File: src/rtl/div_pkg.sv
// ============================================================================
// div_pkg : shared types and constants for the RV32M divide sequencer.
// Revision: 1.0
// ============================================================================
`default_nettype none

package div_pkg;

    typedef enum logic [1:0] {
        DIV  = 2'b00,
        DIVU = 2'b01,
        REM  = 2'b10,
        REMU = 2'b11
    } div_op_t;

    typedef enum logic [1:0] {
        IDLE   = 2'b00,
        DIVIDE = 2'b01,
        FIXUP  = 2'b10,
        DONE   = 2'b11
    } div_state_t;

    localparam logic [3:0] ALU_SUB = 4'b0001;

    // DIV and REM are the signed flavours (op[0] clear).
    function automatic logic op_is_signed(input div_op_t op);
        return ~op[0];
    endfunction

endpackage

`default_nettype wire

File: src/rtl/alu.sv
// ============================================================================
// alu : shared integer ALU; subtract reports carry-out as "no borrow".
// Revision: 1.0
// ============================================================================
`default_nettype none

module alu
    import div_pkg::*;
#(
    parameter int XLEN = 32
) (
    input  logic [XLEN-1:0] a,
    input  logic [XLEN-1:0] b,
    input  logic [3:0]      alu_control,
    output logic [XLEN-1:0] result,
    output logic            carry_out,
    output logic            zero,
    output logic            less_than
);

    localparam logic [3:0] ALU_ADD = 4'b0000;
    localparam logic [3:0] ALU_AND = 4'b0010;
    localparam logic [3:0] ALU_OR  = 4'b0011;
    localparam logic [3:0] ALU_XOR = 4'b0100;
    localparam logic [3:0] ALU_SLT = 4'b0101;

    logic            sub;
    logic [XLEN-1:0] b_eff;
    logic [XLEN:0]   add_full;

    assign sub      = (alu_control == ALU_SUB) || (alu_control == ALU_SLT);
    assign b_eff    = sub ? ~b : b;
    assign add_full = {1'b0, a} + {1'b0, b_eff} + {{XLEN{1'b0}}, sub};

    assign carry_out = add_full[XLEN];
    // Signed compare: differing signs decide directly, otherwise the difference sign.
    assign less_than = (a[XLEN-1] ^ b[XLEN-1]) ? a[XLEN-1] : add_full[XLEN-1];

    always_comb begin
        result = add_full[XLEN-1:0];
        case (alu_control)
            ALU_ADD: result = add_full[XLEN-1:0];
            ALU_SUB: result = add_full[XLEN-1:0];
            ALU_AND: result = a & b;
            ALU_OR:  result = a | b;
            ALU_XOR: result = a ^ b;
            ALU_SLT: result = {{(XLEN-1){1'b0}}, less_than};
            default: result = add_full[XLEN-1:0];
        endcase
    end

    assign zero = (result == '0);

endmodule

`default_nettype wire

File: src/rtl/div_seq.sv
// ============================================================================
// div_seq : multi-cycle RV32M DIV/DIVU/REM/REMU using restoring division.
// Revision: 1.0
// ============================================================================
`default_nettype none

module div_seq
    import div_pkg::*;
#(
    parameter int XLEN = 32
) (
    input  logic            clk,
    input  logic            reset,
    input  logic            start,
    input  logic [1:0]      op,
    input  logic [XLEN-1:0] a,
    input  logic [XLEN-1:0] b,
    input  logic            kill,
    output logic            busy,
    output logic            done,
    output logic [XLEN-1:0] result
);

    localparam int              CNT_W    = $clog2(XLEN);
    localparam logic [CNT_W-1:0] CNT_LAST = CNT_W'(XLEN - 1);
    localparam logic [XLEN-1:0] MIN_NEG  = {1'b1, {(XLEN-1){1'b0}}};

    div_state_t      state, state_next;
    div_op_t         op_in, op_q;
    logic [XLEN-1:0] q, d, r, result_q;
    logic [CNT_W-1:0] cnt;
    logic            negq, negr;

    logic            sgn_in, b_zero, ovf, accept_start;
    logic [XLEN-1:0] r_shift, alu_sum;
    logic            alu_cout, accept;
    logic            alu_zero_unused, alu_lt_unused;

    assign op_in        = div_op_t'(op);
    assign sgn_in       = op_is_signed(op_in);
    assign b_zero       = (b == '0);
    assign ovf          = sgn_in && (a == MIN_NEG) && (b == '1);
    assign accept_start = start && !kill;

    assign r_shift = {r[XLEN-2:0], q[XLEN-1]};

    alu #(.XLEN(XLEN)) u_alu (
        .a           (r_shift),
        .b           (d),
        .alu_control (ALU_SUB),
        .result      (alu_sum),
        .carry_out   (alu_cout),
        .zero        (alu_zero_unused),
        .less_than   (alu_lt_unused)
    );

    // The shifted remainder is XLEN+1 bits wide; its top bit is R[XLEN-1].
    assign accept = r[XLEN-1] | alu_cout;

    always_comb begin
        state_next = state;
        case (state)
            IDLE:   if (accept_start) state_next = (b_zero || ovf) ? DONE : DIVIDE;
            DIVIDE: if (kill) state_next = IDLE;
                    else if (cnt == CNT_LAST) state_next = FIXUP;
            FIXUP:  state_next = kill ? IDLE : DONE;
            DONE:   state_next = IDLE;
            default: state_next = IDLE;
        endcase
    end

    always_ff @(posedge clk) begin
        if (reset) state <= IDLE;
        else       state <= state_next;
    end

    always_ff @(posedge clk) begin
        if (reset) begin
            q        <= '0;
            d        <= '0;
            r        <= '0;
            cnt      <= '0;
            negq     <= 1'b0;
            negr     <= 1'b0;
            op_q     <= DIV;
            result_q <= '0;
        end else begin
            case (state)
                IDLE: begin
                    if (accept_start) begin
                        if (b_zero) begin
                            result_q <= (op_in == DIV || op_in == DIVU) ? '1 : a;
                        end else if (ovf) begin
                            result_q <= (op_in == DIV) ? MIN_NEG : '0;
                        end else begin
                            q    <= (sgn_in && a[XLEN-1]) ? -a : a;
                            d    <= (sgn_in && b[XLEN-1]) ? -b : b;
                            r    <= '0;
                            cnt  <= '0;
                            negq <= sgn_in && (a[XLEN-1] ^ b[XLEN-1]);
                            negr <= sgn_in && a[XLEN-1];
                            op_q <= op_in;
                        end
                    end
                end
                DIVIDE: begin
                    if (!kill) begin
                        r   <= accept ? alu_sum : r_shift;
                        q   <= {q[XLEN-2:0], accept};
                        cnt <= cnt + CNT_W'(1);
                    end
                end
                FIXUP: begin
                    if (!kill) begin
                        if (op_q == DIV || op_q == DIVU) result_q <= negq ? -q : q;
                        else                             result_q <= negr ? -r : r;
                    end
                end
                default: ;
            endcase
        end
    end

    assign busy   = (state != IDLE);
    assign done   = (state == DONE);
    assign result = result_q;

endmodule

`default_nettype wire

File: config.mk
export PLATFORM = sky130hd
export DESIGN_NAME = div_seq
export DESIGN_NICKNAME = d
export VERILOG_FILES = /design/src/rtl/div_pkg.sv /design/src/rtl/alu.sv /design/src/rtl/div_seq.sv
export SDC_FILE = /design/constraint.sdc
export NUM_CORES = 1
export LEC_CHECK = 0
export CORE_ASPECT_RATIO = 2
export CORE_UTILIZATION = 53
export DETAILED_ROUTE_END_ITERATION = 7
export GPL_ROUTABILITY_DRIVEN = 0
export PLACE_DENSITY = 0.76
export SLEW_MARGIN = 10
export SYNTH_ARGS = -nofsm -noshare
export SYNTH_HDL_FRONTEND = slang
export SYNTH_SLANG_ARGS = --single-unit
File: constraint.sdc
create_clock -name clk -period 3.26 [get_ports clk]
set_input_delay 0.652 -clock clk [delete_from_list [all_inputs] [get_ports clk]]
set_output_delay 0.652 -clock clk [all_outputs]
set_load 0.01 [all_outputs]
# Word-level counts from Yosys, hierarchy flattened
# Index checks and enable logic that the tools add are counted.
# word_totals
ff_bits	139
in_bits	70
output_inout_bits	34
word_cells	92
# classes
addsub	7
n_eq_ne	15
n_mux	34
bitwise_logic	6
reduce_logical	21
# op_table
operator	n
$mux 32	20
$pmux 32 s2	3
$neg 32->32	4
$eq 32x32->1 const B	2
$add 32x32->33	1
$add 33x1->33 const B	1
$logic_not 32->1	1
$not 32->32	1
$mux 5	4
$mux 2	5
$ne 2x2->1 const B	5
$pmux 5 s2	1
$pmux 2 s4	1
$reduce_and 4->1	2
$eq 2x1->1 const B	3
$logic_and 1x1->1	6
$logic_not 2->1	3
$ne 3x3->1 const B	2
$reduce_bool 2->1	3
$add 5x1->5 const B	1
$eq 5x5->1 const B	1
$reduce_and 5->1	1
$eq 2x2->1 const B	2
$logic_or 1x1->1	3
5 further kinds	7

# Logic depth before layout (Yosys ltp)
# depth
depth_word	7
ltp_mapped	13
mapped_depth_nobuf	12

# By module
# Synthesis repeated with hierarchy kept, for this count alone.
# hier_totals
cells_unflattened	1807
area_unflattened_um2	13610.6
# by_module_without_submodules
module	n_inst	cells_per_inst	area_each_um2	seq_area_each_um2
div_seq	1	1233	9506.6	2762.6
alu	1	574	4103.9	0.0

# Worst setup path after synthesis
# Ideal clock, no wire load.
# synth_timing
kind	input to register
startpoint	input port b[23]
endpoint	register result_q[0] (netlist: result[0])
setup_ps	132
t_arrival_ps	3155
t_required_ps	3128
slack_ps	-26
cell_stages	11
n_path_buf	2
path_cell_list	or3_4 > or3_4 > or3_4 > or4_4 > o21ai_2 > a21oi_2 > or3_1 > buf_2 > buf_6 > a311oi_2 > nor3_1
# synth_via
elab_chain_len	4
elab_cells_between_ends	8
classes_between	eq/ne (2); mux (3); reduce/logical (3)
# synth_lines
item	line	source
from (decl)	div_seq.sv:17	input logic [XLEN-1:0] b,
$eq 32x32->1 / $logic_not 32->1 (equally long branches)	div_seq.sv:42, div_seq.sv:41	
$logic_and 1x1->1 / $mux 32 (equally long branches)	div_seq.sv:42, div_seq.sv:91	
$ne 3x3->1 (no source line) / $mux 32 (equally long branches)	--	
$reduce_and 4->1 (no source line) / $pmux 32 s2 (equally long branches)	--	
to (signal assigned)	div_seq.sv:92	result_q <= (op_in == DIV || op_in == DIVU) ? '1 : a;
to (signal assigned)	div_seq.sv:94	result_q <= (op_in == DIV) ? MIN_NEG : '0;
to (signal assigned)	div_seq.sv:115	if (op_q == DIV || op_q == DIVU) result_q <= negq ? -q : q;
to (decl)	div_seq.sv:30	logic [XLEN-1:0] q, d, r, result_q;
# Parallel ways exist; a longest one is shown, timed or not. The select of a mux whose other input is x is not followed.
# A chain may end at the register's enable or synchronous reset.

# Final worst setup path
# layout_timing
startpoint	register q[31]
endpoint	register r[26]
# layout_via
elab_chain_len	6
# layout_lines
item	line	source
from (decl)	div_seq.sv:30	
from (signal assigned)	div_seq.sv:96	q <= (sgn_in && a[XLEN-1]) ? -a : a;
from (signal assigned)	div_seq.sv:109	q <= {q[XLEN-2:0], accept};
$add 32x32->33 (*)	alu.sv:33	assign add_full = {1'b0, a} + {1'b0, b_eff} + {{XLEN{1'b0}}, sub};
$add 33x1->33 (*)	alu.sv:33	
$or 1x1->1	div_seq.sv:58	assign accept = r[XLEN-1] | alu_cout;
$mux 32 (*)	div_seq.sv:108	r <= accept ? alu_sum : r_shift;
$mux 32 (*)	div_seq.sv:107	if (!kill) begin
$pmux 32 s2 (*)	div_seq.sv:88	case (state)
to (signal assigned)	div_seq.sv:108	
to (decl)	div_seq.sv:30	
# Every way passes the cells marked *; elsewhere a longest branch is shown, timed or not. The select of a mux whose other input is x is not followed.

==> flow_summary.json <==
{
  "synth_flop_cell": "dfxtp_1",
  "drive_gt1_share_pct": 17.64,
  "setup_tns_ns": 0,
  "rows": 71,
  "cts_hold_buf": 0,
  "fp.dieW_um": 100.0,
  "cts_made_buffers": 17,
  "drt-initial-drc-count": 789,
  "cts.sinks": 138,
  "hold_viol_final": 0,
  "endpoint_kind": "flip-flop",
  "synth.area.mux_share_pct": 0.4915,
  "antenna_cells": 0,
  "hold_path_class": "flip-flop to flip-flop",
  "die_h_um": 198.0,
  "worstPathRequired_ns": 3.59,
  "ir_drop_mv": 0.3492,
  "yosysUniqueCellTypes": 66,
  "outcome": "finished, final reports clean",
  "slew_headroom_pct": 37.00,
  "grt_pass1_wl_um": 55320,
  "cts_tree": "done",
  "worst_path_dominant_cell_family": "compound AO/OA/AOI/OAI gates",
  "worstSetupPathType": "flip-flop to flip-flop",
  "grt-ovfl-total": 0,
  "synth_seq_area_share_pct": 27.13,
  "syn_area_per_cell_sq_um": 7.565,
  "power.leakage_uw": 0.005677,
  "achievable-frequency_mhz": 314.2,
  "finalSetupViolCount": 0,
  "h-tree-depth": 4,
  "fin_skew_ns": 0.007309,
  "via_per_inst": 6.191,
  "clkLatencyLatePin_ns": 0.43,
  "holdWs_ns": 0.4512,
  "cap_violations": 0,
  "netlist_area_sq_mm": 0.01018,
  "finalCritPeriodShare_pct": 97.61,
  "p_per_area_mw_per_mm2": 375.1,
  "grt_pass1_vias": 11130,
  "layout.nets": 1680,
  "synth_compound_area_share_pct": 27.43,
  "cp_slowest_stage_delay_ns": 0.43,
  "synth_top_family_by_area": "compound AO/OA/AOI/OAI gates",
  "fillers": 1472,
  "fin_crit_ns": 3.182,
  "area_delta_synth_final_pct": 34.17,
  "path_cells": "inv_1 > ha_1 > fa_1 > nand2b_1 > a21o_1 > a21o_1 > a21oi_1 > buf_4 > o2111a_2 > o21ai_2 > or2_2 > o21ai_0",
  "initial_core_util_pct": 54.07,
  "syn_nets": 1456,
  "place_inst": 1792,
  "ys_warn_count": 0,
  "syn_inst": 1346,
  "slew_violations": 0,
  "synth-seq-cells": 138,
  "max_slew.worst_pin.slew_ns": 0.9438,
  "final_util_pct": 72.54,
  "grt_usage_pct": 36.15,
  "wire_per_inst_um": 19.34,
  "yosys.area_share.simple_pct": 21.82,
  "crit_top_cell": "a21o_1",
  "synthArstFlopShare_pct": 0,
  "die-area_sq_mm": 0.01980,
  "root_buffer": "clkbuf_16",
  "place_hpwl_um": 25840,
  "yosys.area_share.adder_pct": 4.989,
  "path_clk_slew_ns": 0.06,
  "worst-path-max-fanout": 12,
  "crit_arrival_ns": 3.52,
  "via_count": 11370,
  "wl_um": 35520,
  "synth_edf_count": 0,
  "port_buffers": 103,
  "core_area_sq_mm": 0.01883,
  "crit_slowest_cell": "or2_2",
  "remaining_drc_errors": 0,
  "ant_nets": 0,
  "final_cells": 1837,
  "first_pass_iters": 6,
  "antenna_found_initial": 0,
  "synthXorXnorAreaFrac_pct": 12.73,
  "cts_buffer_depth": 2,
  "ioPinCount": 104,
  "grt_max_degree": 60,
  "critPathBufInv": 2,
  "critPathLaunchType": "flip-flop"
}
==> worst min-delay path: stages (launching register included) <==
cell,delay (ns)
dfxtp_1,0.31
nand2_1,0.05
a21oi_1,0.05
==> synth_stat cells, drive strengths merged (18+ instances only) <==
| master | number | area (sq um) |
|---|---|---|
| xnor2 | 76 | 665.6 |
| clkbuf | 61 | 229.0 |
| ha | 39 | 488.0 |
| a222oi | 22 | 220.2 |
| buf | 24 | 126.4 |
| o211ai | 24 | 180.2 |
| o21ai | 108 | 544.3 |
| o31ai | 20 | 150.1 |
| or4 | 19 | 146.4 |
| dfxtp | 138 | 2763 |
| nand2b | 27 | 168.9 |
| xor2 | 72 | 630.6 |
| a21oi | 82 | 414.2 |
| nor3 | 45 | 230.2 |
| nor2 | 175 | 656.9 |
| or3 | 18 | 127.6 |
| nand2 | 108 | 405.4 |
| inv | 52 | 195.2 |
| a311oi | 19 | 204.0 |
| a211oi | 47 | 352.8 |
==> cell families (layout without fill, tap and decap cells) <==
group	count (synthesis)	after routing
AO/OA/AOI/OAI	409	409
XOR/XNOR	148	148
adder cells (fa/ha/maj)	40	40
buffers and inverters	137	373
flip-flops	138	138
multiplexers	5	5
AND/OR/NAND/NOR	469	469
==> state kept, by name (all words and copies together) (netlist names) <==
signal  flops
r          32
negr        1
result     32
op_q        1
d          32
q          32
cnt         5
state       2
negq        1
==> per-stage QoR <==
step	power (uW)	setup slack, ns	area, sq um
4_1_cts	5084	0.009042	13380
3_3_place_gp	2936	-0.4760	12630
6_report	5124	0.07779	13660
5_1_grt	5305	-0.04832	13660
2_1_floorplan	2488	-0.02572	10190
3_5_place_dp	2961	-0.5373	12630
==> metal layers <==
metal / share of wire [%] / wire length [um] / vias to the layer above / GRT usage [%]
li1: - / - / 5339 / -
met2: 53 / 18750 / 579 / 66.36
met5: 0 / 0 / - / 0
met3: 5.9 / 2088 / 215 / 5.930
met4: 8.9 / 3147 / 0 / 31.51
met1: 32 / 11540 / 5240 / 33.86
==> timing repair <==
action                     CTS  global route
cloned                       1             0
buffers inserted             8             5
pin swaps                   11            28
setup endpoints to repair  122           137
gates resized for setup     23            67
==> cell type report <==
class / instances / area (sq um) / area share (%)
multi-input cells: 1071 / 7094 / 51.93
flip-flops and latches: 138 / 2763 / 20.22
repair buffers: 290 / 2659 / 19.46
clock buffers: 19 / 432.9 / 3.169
clock inverters: 12 / 198.9 / 1.456
inverters: 52 / 195.2 / 1.429
well taps: 255 / 319.1 / 2.335
==> where the power goes <==
part / leakage (uW) / total [uW] / switching (uW) / internal (uW)
registers: 0.00112 / 1820 / 66.3 / 1760
clock network: 0.000307 / 2120 / 765 / 1350
logic: 0.00425 / 1190 / 645 / 542
==> cells in the final DEF (no fill, tap or decap), drive strengths merged, types with 24 or more instances in the layout <==
cell type      instances
buf                  191
nor2                 175
dfxtp                138
nand2                108
o21ai                108
a21oi                 82
xnor2                 76
clkdlybuf4s50         73
xor2                  72
inv                   52
a211oi                47
nor3                  45
ha                    39
nand2b                27
dlymetal6s2s          26
o211ai                24
==> path summary, 6_finish.rpt <==
check / from / slack [ns] / cells past startpoint / endpoint
max: q[31] / 0.08 / 12 / r[26]
min: d[31] / 0.45 / 2 / d[31]
max reg2reg: q[31] / 0.08 / 12 / r[26]
min reg2reg: d[31] / 0.45 / 2 / d[31]
No activity file was read; power rests on OpenSTA's default activity.
